===== config.mk =====
export PLATFORM = sky130hd
export DESIGN_NAME = i2c_reg_arbiter
export DESIGN_NICKNAME = d
export VERILOG_FILES = /design/src/rtl/i2c_reg_arbiter.sv
export SDC_FILE = /design/constraint.sdc
export NUM_CORES = 1
export LEC_CHECK = 0
export ABC_CLOCK_PERIOD_IN_PS = 2300
export CAP_MARGIN = 20
export CORE_MARGIN = 3
export CORE_UTILIZATION = 46
export DETAILED_ROUTE_END_ITERATION = 8
export PLACE_DENSITY_LB_ADDON = 0.12
export SYNTH_ARGS = -nofsm -noshare
export SYNTH_HDL_FRONTEND = slang
export SYNTH_SLANG_ARGS = --single-unit

===== constraint.sdc =====
create_clock -name clk -period 2.3 [get_ports clk]
set_input_delay 0.46 -clock clk [delete_from_list [all_inputs] [get_ports clk]]
set_output_delay 0.46 -clock clk [all_outputs]
set_load 0.005 [all_outputs]

===== src/rtl/i2c_reg_arbiter.sv =====
// Arbitrates a buffered, non-stallable I2C write stream and a local host port
// onto one single-port register memory.
//   state   | meaning
//   IDLE    | no access issued last cycle; free to issue
//   ISSUE   | write or I2C access issued last cycle; free to issue
//   RD_WAIT | host read in flight; capture mem_rdata, then return to IDLE
module i2c_reg_arbiter #(
  parameter int FIFO_DEPTH   = 4,
  parameter int URGENT_LEVEL = 3
) (
  input  logic                         clk,
  input  logic                         rst,
  input  logic [7:0]                   i2c_addr,
  input  logic [7:0]                   i2c_data,
  input  logic                         i2c_wr_strobe,
  input  logic                         host_req,
  input  logic                         host_we,
  input  logic [7:0]                   host_addr,
  input  logic [7:0]                   host_wdata,
  output logic                         host_gnt,
  output logic [7:0]                   host_rdata,
  output logic                         host_rvalid,
  output logic                         mem_en,
  output logic                         mem_we,
  output logic [7:0]                   mem_addr,
  output logic [7:0]                   mem_wdata,
  input  logic [7:0]                   mem_rdata,
  output logic [$clog2(FIFO_DEPTH):0]  fifo_level,
  output logic                         ovf,
  input  logic                         ovf_clr
);

  localparam int PTR_W = $clog2(FIFO_DEPTH);
  localparam int LVL_W = PTR_W + 1;

  typedef enum logic [1:0] {IDLE, ISSUE, RD_WAIT} state_t;

  state_t           state, state_nx;
  logic [15:0]      fifo_mem [FIFO_DEPTH];
  logic [PTR_W-1:0] wr_ptr, rd_ptr;
  logic             fifo_full, fifo_empty, urgent;
  logic             push, pop, drop;
  logic             i2c_cand, host_cand;
  logic             pick_i2c, pick_host, capture;
  logic             rr_favor_i2c;

  assign fifo_empty = (fifo_level == '0);
  assign fifo_full  = (fifo_level == LVL_W'(FIFO_DEPTH));
  assign urgent     = (fifo_level >= LVL_W'(URGENT_LEVEL));
  assign i2c_cand   = !fifo_empty;
  // A request is ignored while its grant is on the wire so it is never taken twice.
  assign host_cand  = host_req && !host_gnt;
  assign pop        = pick_i2c;
  // A full FIFO still accepts a strobe when the head leaves on the same edge.
  assign push       = i2c_wr_strobe && (!fifo_full || pop);
  assign drop       = i2c_wr_strobe && fifo_full && !pop;

  always_ff @(posedge clk) begin
    if (rst) state <= IDLE;
    else     state <= state_nx;
  end

  always_comb begin
    state_nx  = state;
    pick_i2c  = 1'b0;
    pick_host = 1'b0;
    capture   = 1'b0;
    case (state)
      IDLE, ISSUE: begin
        if (i2c_cand && host_cand) begin
          if (urgent || rr_favor_i2c) pick_i2c  = 1'b1;
          else                        pick_host = 1'b1;
        end else if (i2c_cand) begin
          pick_i2c = 1'b1;
        end else if (host_cand) begin
          pick_host = 1'b1;
        end
        if (pick_i2c)       state_nx = ISSUE;
        else if (pick_host) state_nx = host_we ? ISSUE : RD_WAIT;
        else                state_nx = IDLE;
      end
      RD_WAIT: begin
        // First RD_WAIT cycle has the read on the bus; data arrives in the second.
        if (!mem_en) begin
          capture  = 1'b1;
          state_nx = IDLE;
        end
      end
      default: state_nx = IDLE;
    endcase
  end

  always_ff @(posedge clk) begin
    if (push) fifo_mem[wr_ptr] <= {i2c_addr, i2c_data};
  end

  always_ff @(posedge clk) begin
    if (rst) begin
      wr_ptr       <= '0;
      rd_ptr       <= '0;
      fifo_level   <= '0;
      ovf          <= 1'b0;
      rr_favor_i2c <= 1'b1;
      mem_en       <= 1'b0;
      mem_we       <= 1'b0;
      mem_addr     <= 8'h00;
      mem_wdata    <= 8'h00;
      host_gnt     <= 1'b0;
      host_rvalid  <= 1'b0;
      host_rdata   <= 8'h00;
    end else begin
      if (push) wr_ptr <= wr_ptr + PTR_W'(1);
      if (pop)  rd_ptr <= rd_ptr + PTR_W'(1);
      if (push && !pop)      fifo_level <= fifo_level + LVL_W'(1);
      else if (pop && !push) fifo_level <= fifo_level - LVL_W'(1);

      // An overflow in the same cycle as a clear leaves the flag set.
      if (drop)         ovf <= 1'b1;
      else if (ovf_clr) ovf <= 1'b0;

      if (pick_i2c)       rr_favor_i2c <= 1'b0;
      else if (pick_host) rr_favor_i2c <= 1'b1;

      mem_en   <= pick_i2c || pick_host;
      mem_we   <= pick_i2c || (pick_host && host_we);
      host_gnt <= pick_host;
      if (pick_i2c)       {mem_addr, mem_wdata} <= fifo_mem[rd_ptr];
      else if (pick_host) {mem_addr, mem_wdata} <= {host_addr, host_wdata};

      host_rvalid <= capture;
      if (capture) host_rdata <= mem_rdata;
    end
  end

endmodule


==> metrics <==
DPL Wire Length roughly 5.3 mm; Peak VDD IR 0.497 mV; share of cells above drive strength 1 0.148; height of the die between 90 and 100 um; count of cell types in the netlist 33; Area Overhead vs Synth 30.4%; worst skew pair latency 360 ps; GR Overflow Total 0; Max Root-Sink Buffers 2; clock root buffer clkbuf_8; ant diodes 0; fin nets 419; Ports 78; clock transition at the registers of the reported paths 110 ps; Synth warnings 0; Hold Crit Class flip-flop to flip-flop; setup ws final just over 100 ps; Clock Power Share 0.199; Flop pwr share 0.448; number of cells on the worst reg-to-reg path 8; Crit. End Element flip-flop; FFs w/ async S/R, synth 0; routed vias ~2400; DRT Pass-1 Iters 4; DRC Markers 0; CTS tree done; Die Width 99.4 um; Max Transition Viols Final 0; number of max-cap violations 0; synthesized cell area 4020 um^2; Clock Skews ~16 ps; CP bufs+invs 3; r2r startpoint fifo_level[0]; achievable frequency 455 MHz; RD Place Congestion ~0.7; Post-Synthesis Cells 278; top-count cell post-synth edfxtp_1; Synth top area share 0.479; vias in the first global route 2414; vias per cell 5.12; core area 8340 um^2; wire length of the first global-routing pass 12.4 mm; die area 9890 um^2; Port Buffer Count 77; Int Power 3.73 mW; Arr. time, crit path around 2500 ps; clock sink total 105; Worst R2R Setup Slack 160 ps; Syn Nets 330; status finished clean; syn_area_per_cell 14.4 um^2; post-route ant nets 0; Comb power frac 0.352; CP max-delay cell clkdlybuf4s50_1; Iteration-0 DRC Markers around 110; Rows 33; number of CTS-inserted buffers 9; critical path, cell by cell clkdlybuf4s50_1, nor3b_2, a211oi_2, inv_2, ha_1, inv_1, fa_1, xor2_1, or3_1, a21oi_1; Design Area, Final about 5200 um^2; top post-synthesis cells by count 64 x edfxtp_1, 41 x dfxtp_1, 35 x nand2_1; # hold bufs at CTS 0; Total Routing Usage GR 0.163; final setup violation count 0; synthesized flop and latch total 105; type of origin of the critical path input pin; Final Hold Fails 0; end point of the worst hold path ovf; Placement Setup Slack -324 ps; Seq/Total Area, Yosys 0.683; crit-path leading delay family buffers and inverters; CP required about 2600 ps; Post-CTS Repair Setup Buffers 0; initial core utilization 0.481; DRT Wirelength 7.72 mm; hold path cells 2; Leak 1.83 nW; Psw 1.71 mW; crit path kind input pin to flip-flop; Slew HR 0.610; largest net degree at the start of global routing 34; Synth Flop Type edfxtp_1; Pwr Density around 1000 nW/um^2; top fanout value on the critical path 2; Post-CTS Resized 0; RSZ-0062 raised after global routing false; WL/cell 16.2 um; crit path time final between 2000 and 2500 ps; post-synth top area cell edfxtp_1; H-Tree Depth 3; synth top area cells edfxtp_1 48%, dfxtp_1 20%, mux4_2 9.0%, a311oi_1 3.5%, nand2_1 3.3%; reg-to-reg critical path endpoint fifo_level[2]; CP max stage delay 470 ps; fillers ~650; dpl cell area 5040 um^2; min-delay src ovf; Tcrit/Tclk final 0.956; sw frac 0.315; Slew @ Worst Pin 584 ps; initial antenna violation count 0; Post-synth EDFFs 64
==> sequential cells by signal (all words and copies together), names as in the netlist, named ones only <==
| signal | flops |
|---|---|
| state | 2 |
| ovf | 1 |
| mem_en | 1 |
| fifo_mem | 64 |
| mem_addr | 8 |
| host_gnt | 1 |
| mem_we | 1 |
| rr_favor_i2c | 1 |
| mem_wdata | 8 |
| fifo_level | 3 |
| host_rdata | 8 |
| wr_ptr | 2 |
| rd_ptr | 2 |
| host_rvalid | 1 |
==> power groups by stage <==
stage          sequential [mW]  clock, mW  combinational [mW]
2_1_floorplan             2.48          0                1.11
3_3_place_gp              2.48          0                1.90
3_5_place_dp              2.49          0                1.93
4_1_cts                   2.44       1.12                1.94
5_1_grt                   2.48       1.18                2.12
6_report                  2.44       1.08                1.92
==> layer usage <==
layer | track usage | part of all wire
met5 | 0 | 0
met3 | 0.0295 | 0.053
met1 | 0.239 | 0.49
met2 | 0.246 | 0.45
met4 | 0.0599 | 0.012
==> placed cells by master, fill, tap and decap left out, drive strengths merged, types with 2 or more instances in the layout <==
cell            n
nor3            3
nor3b           2
clkdlybuf4s50  77
dfxtp          41
edfxtp         64
and2            4
mux2i          10
a311oi         16
o21ai           2
o21a            2
nand2          35
inv            11
nor2           31
ha              5
nand2b          4
clkbuf          9
a21oi           8
or3             2
buf            17
xor2            2
mux4           16
==> worst max path at each step <==
| stage | to | from | cells past startpoint | slack [ps] |
|---|---|---|---|---|
| 6_report | fifo_level[2] | host_req | 10 | 100 |
| 5_1_grt | fifo_level[2] | host_req | 10 | 3 |
| 4_1_cts | fifo_level[2] | host_req | 10 | 50 |
| 3_5_place_dp | fifo_level[2] | host_req | 10 | -320 |
| 3_3_place_gp | fifo_level[2] | host_req | 10 | -270 |
| 2_1_floorplan | fifo_level[2] | fifo_level[0] | 8 | 30 |
==> stage by stage <==
| stage | hold WS [ps] | TNS, ps | power [mW] | cells | util |
|---|---|---|---|---|---|
| 3_5_place_dp | 470 | -329 | 4.42 | 461 | 0.604 |
| 2_1_floorplan | 454 | 0 | 3.58 | 278 | - |
| 5_1_grt | 514 | 0 | 5.78 | 477 | 0.628 |
| 4_1_cts | 487 | 0 | 5.50 | 477 | 0.627 |
| 6_report | 483 | 0 | 5.44 | 477 | 0.628 |
| 3_3_place_gp | 463 | -273 | 4.38 | 461 | 0.604 |
==> cell families (layout without fill, tap and decap cells) <==
kind of cell,after synthesis,after routing,share of synthesized area
buffers and inverters,22,116,0.0240
flip-flops,105,105,0.683
XOR/XNOR,3,3,0.00655
AND/OR/NAND/NOR,83,83,0.0885
adder cells (fa/ha/maj),7,7,0.0231
multiplexers,26,26,0.115
AO/OA/AOI/OAI,32,32,0.0601
==> cell type report <==
cell class	instances	area [um^2]	area share
clock buffer	9	124	0.0237
multi-input combinational	151	1190	0.227
sequential	105	2740	0.524
tap	105	131	0.0251
clock inverter	7	65.1	0.0124
inverter	6	22.5	0.00430
timing repair buffer	94	961	0.184
==> tightest hold or removal path, delay by kind of cell (launching register included) <==
family,cells,cell delay (ps)
flip-flops,1,330
AO/OA/AOI/OAI,1,60
AND/OR/NAND/NOR,1,60
(Power assumes the default switching activity.)
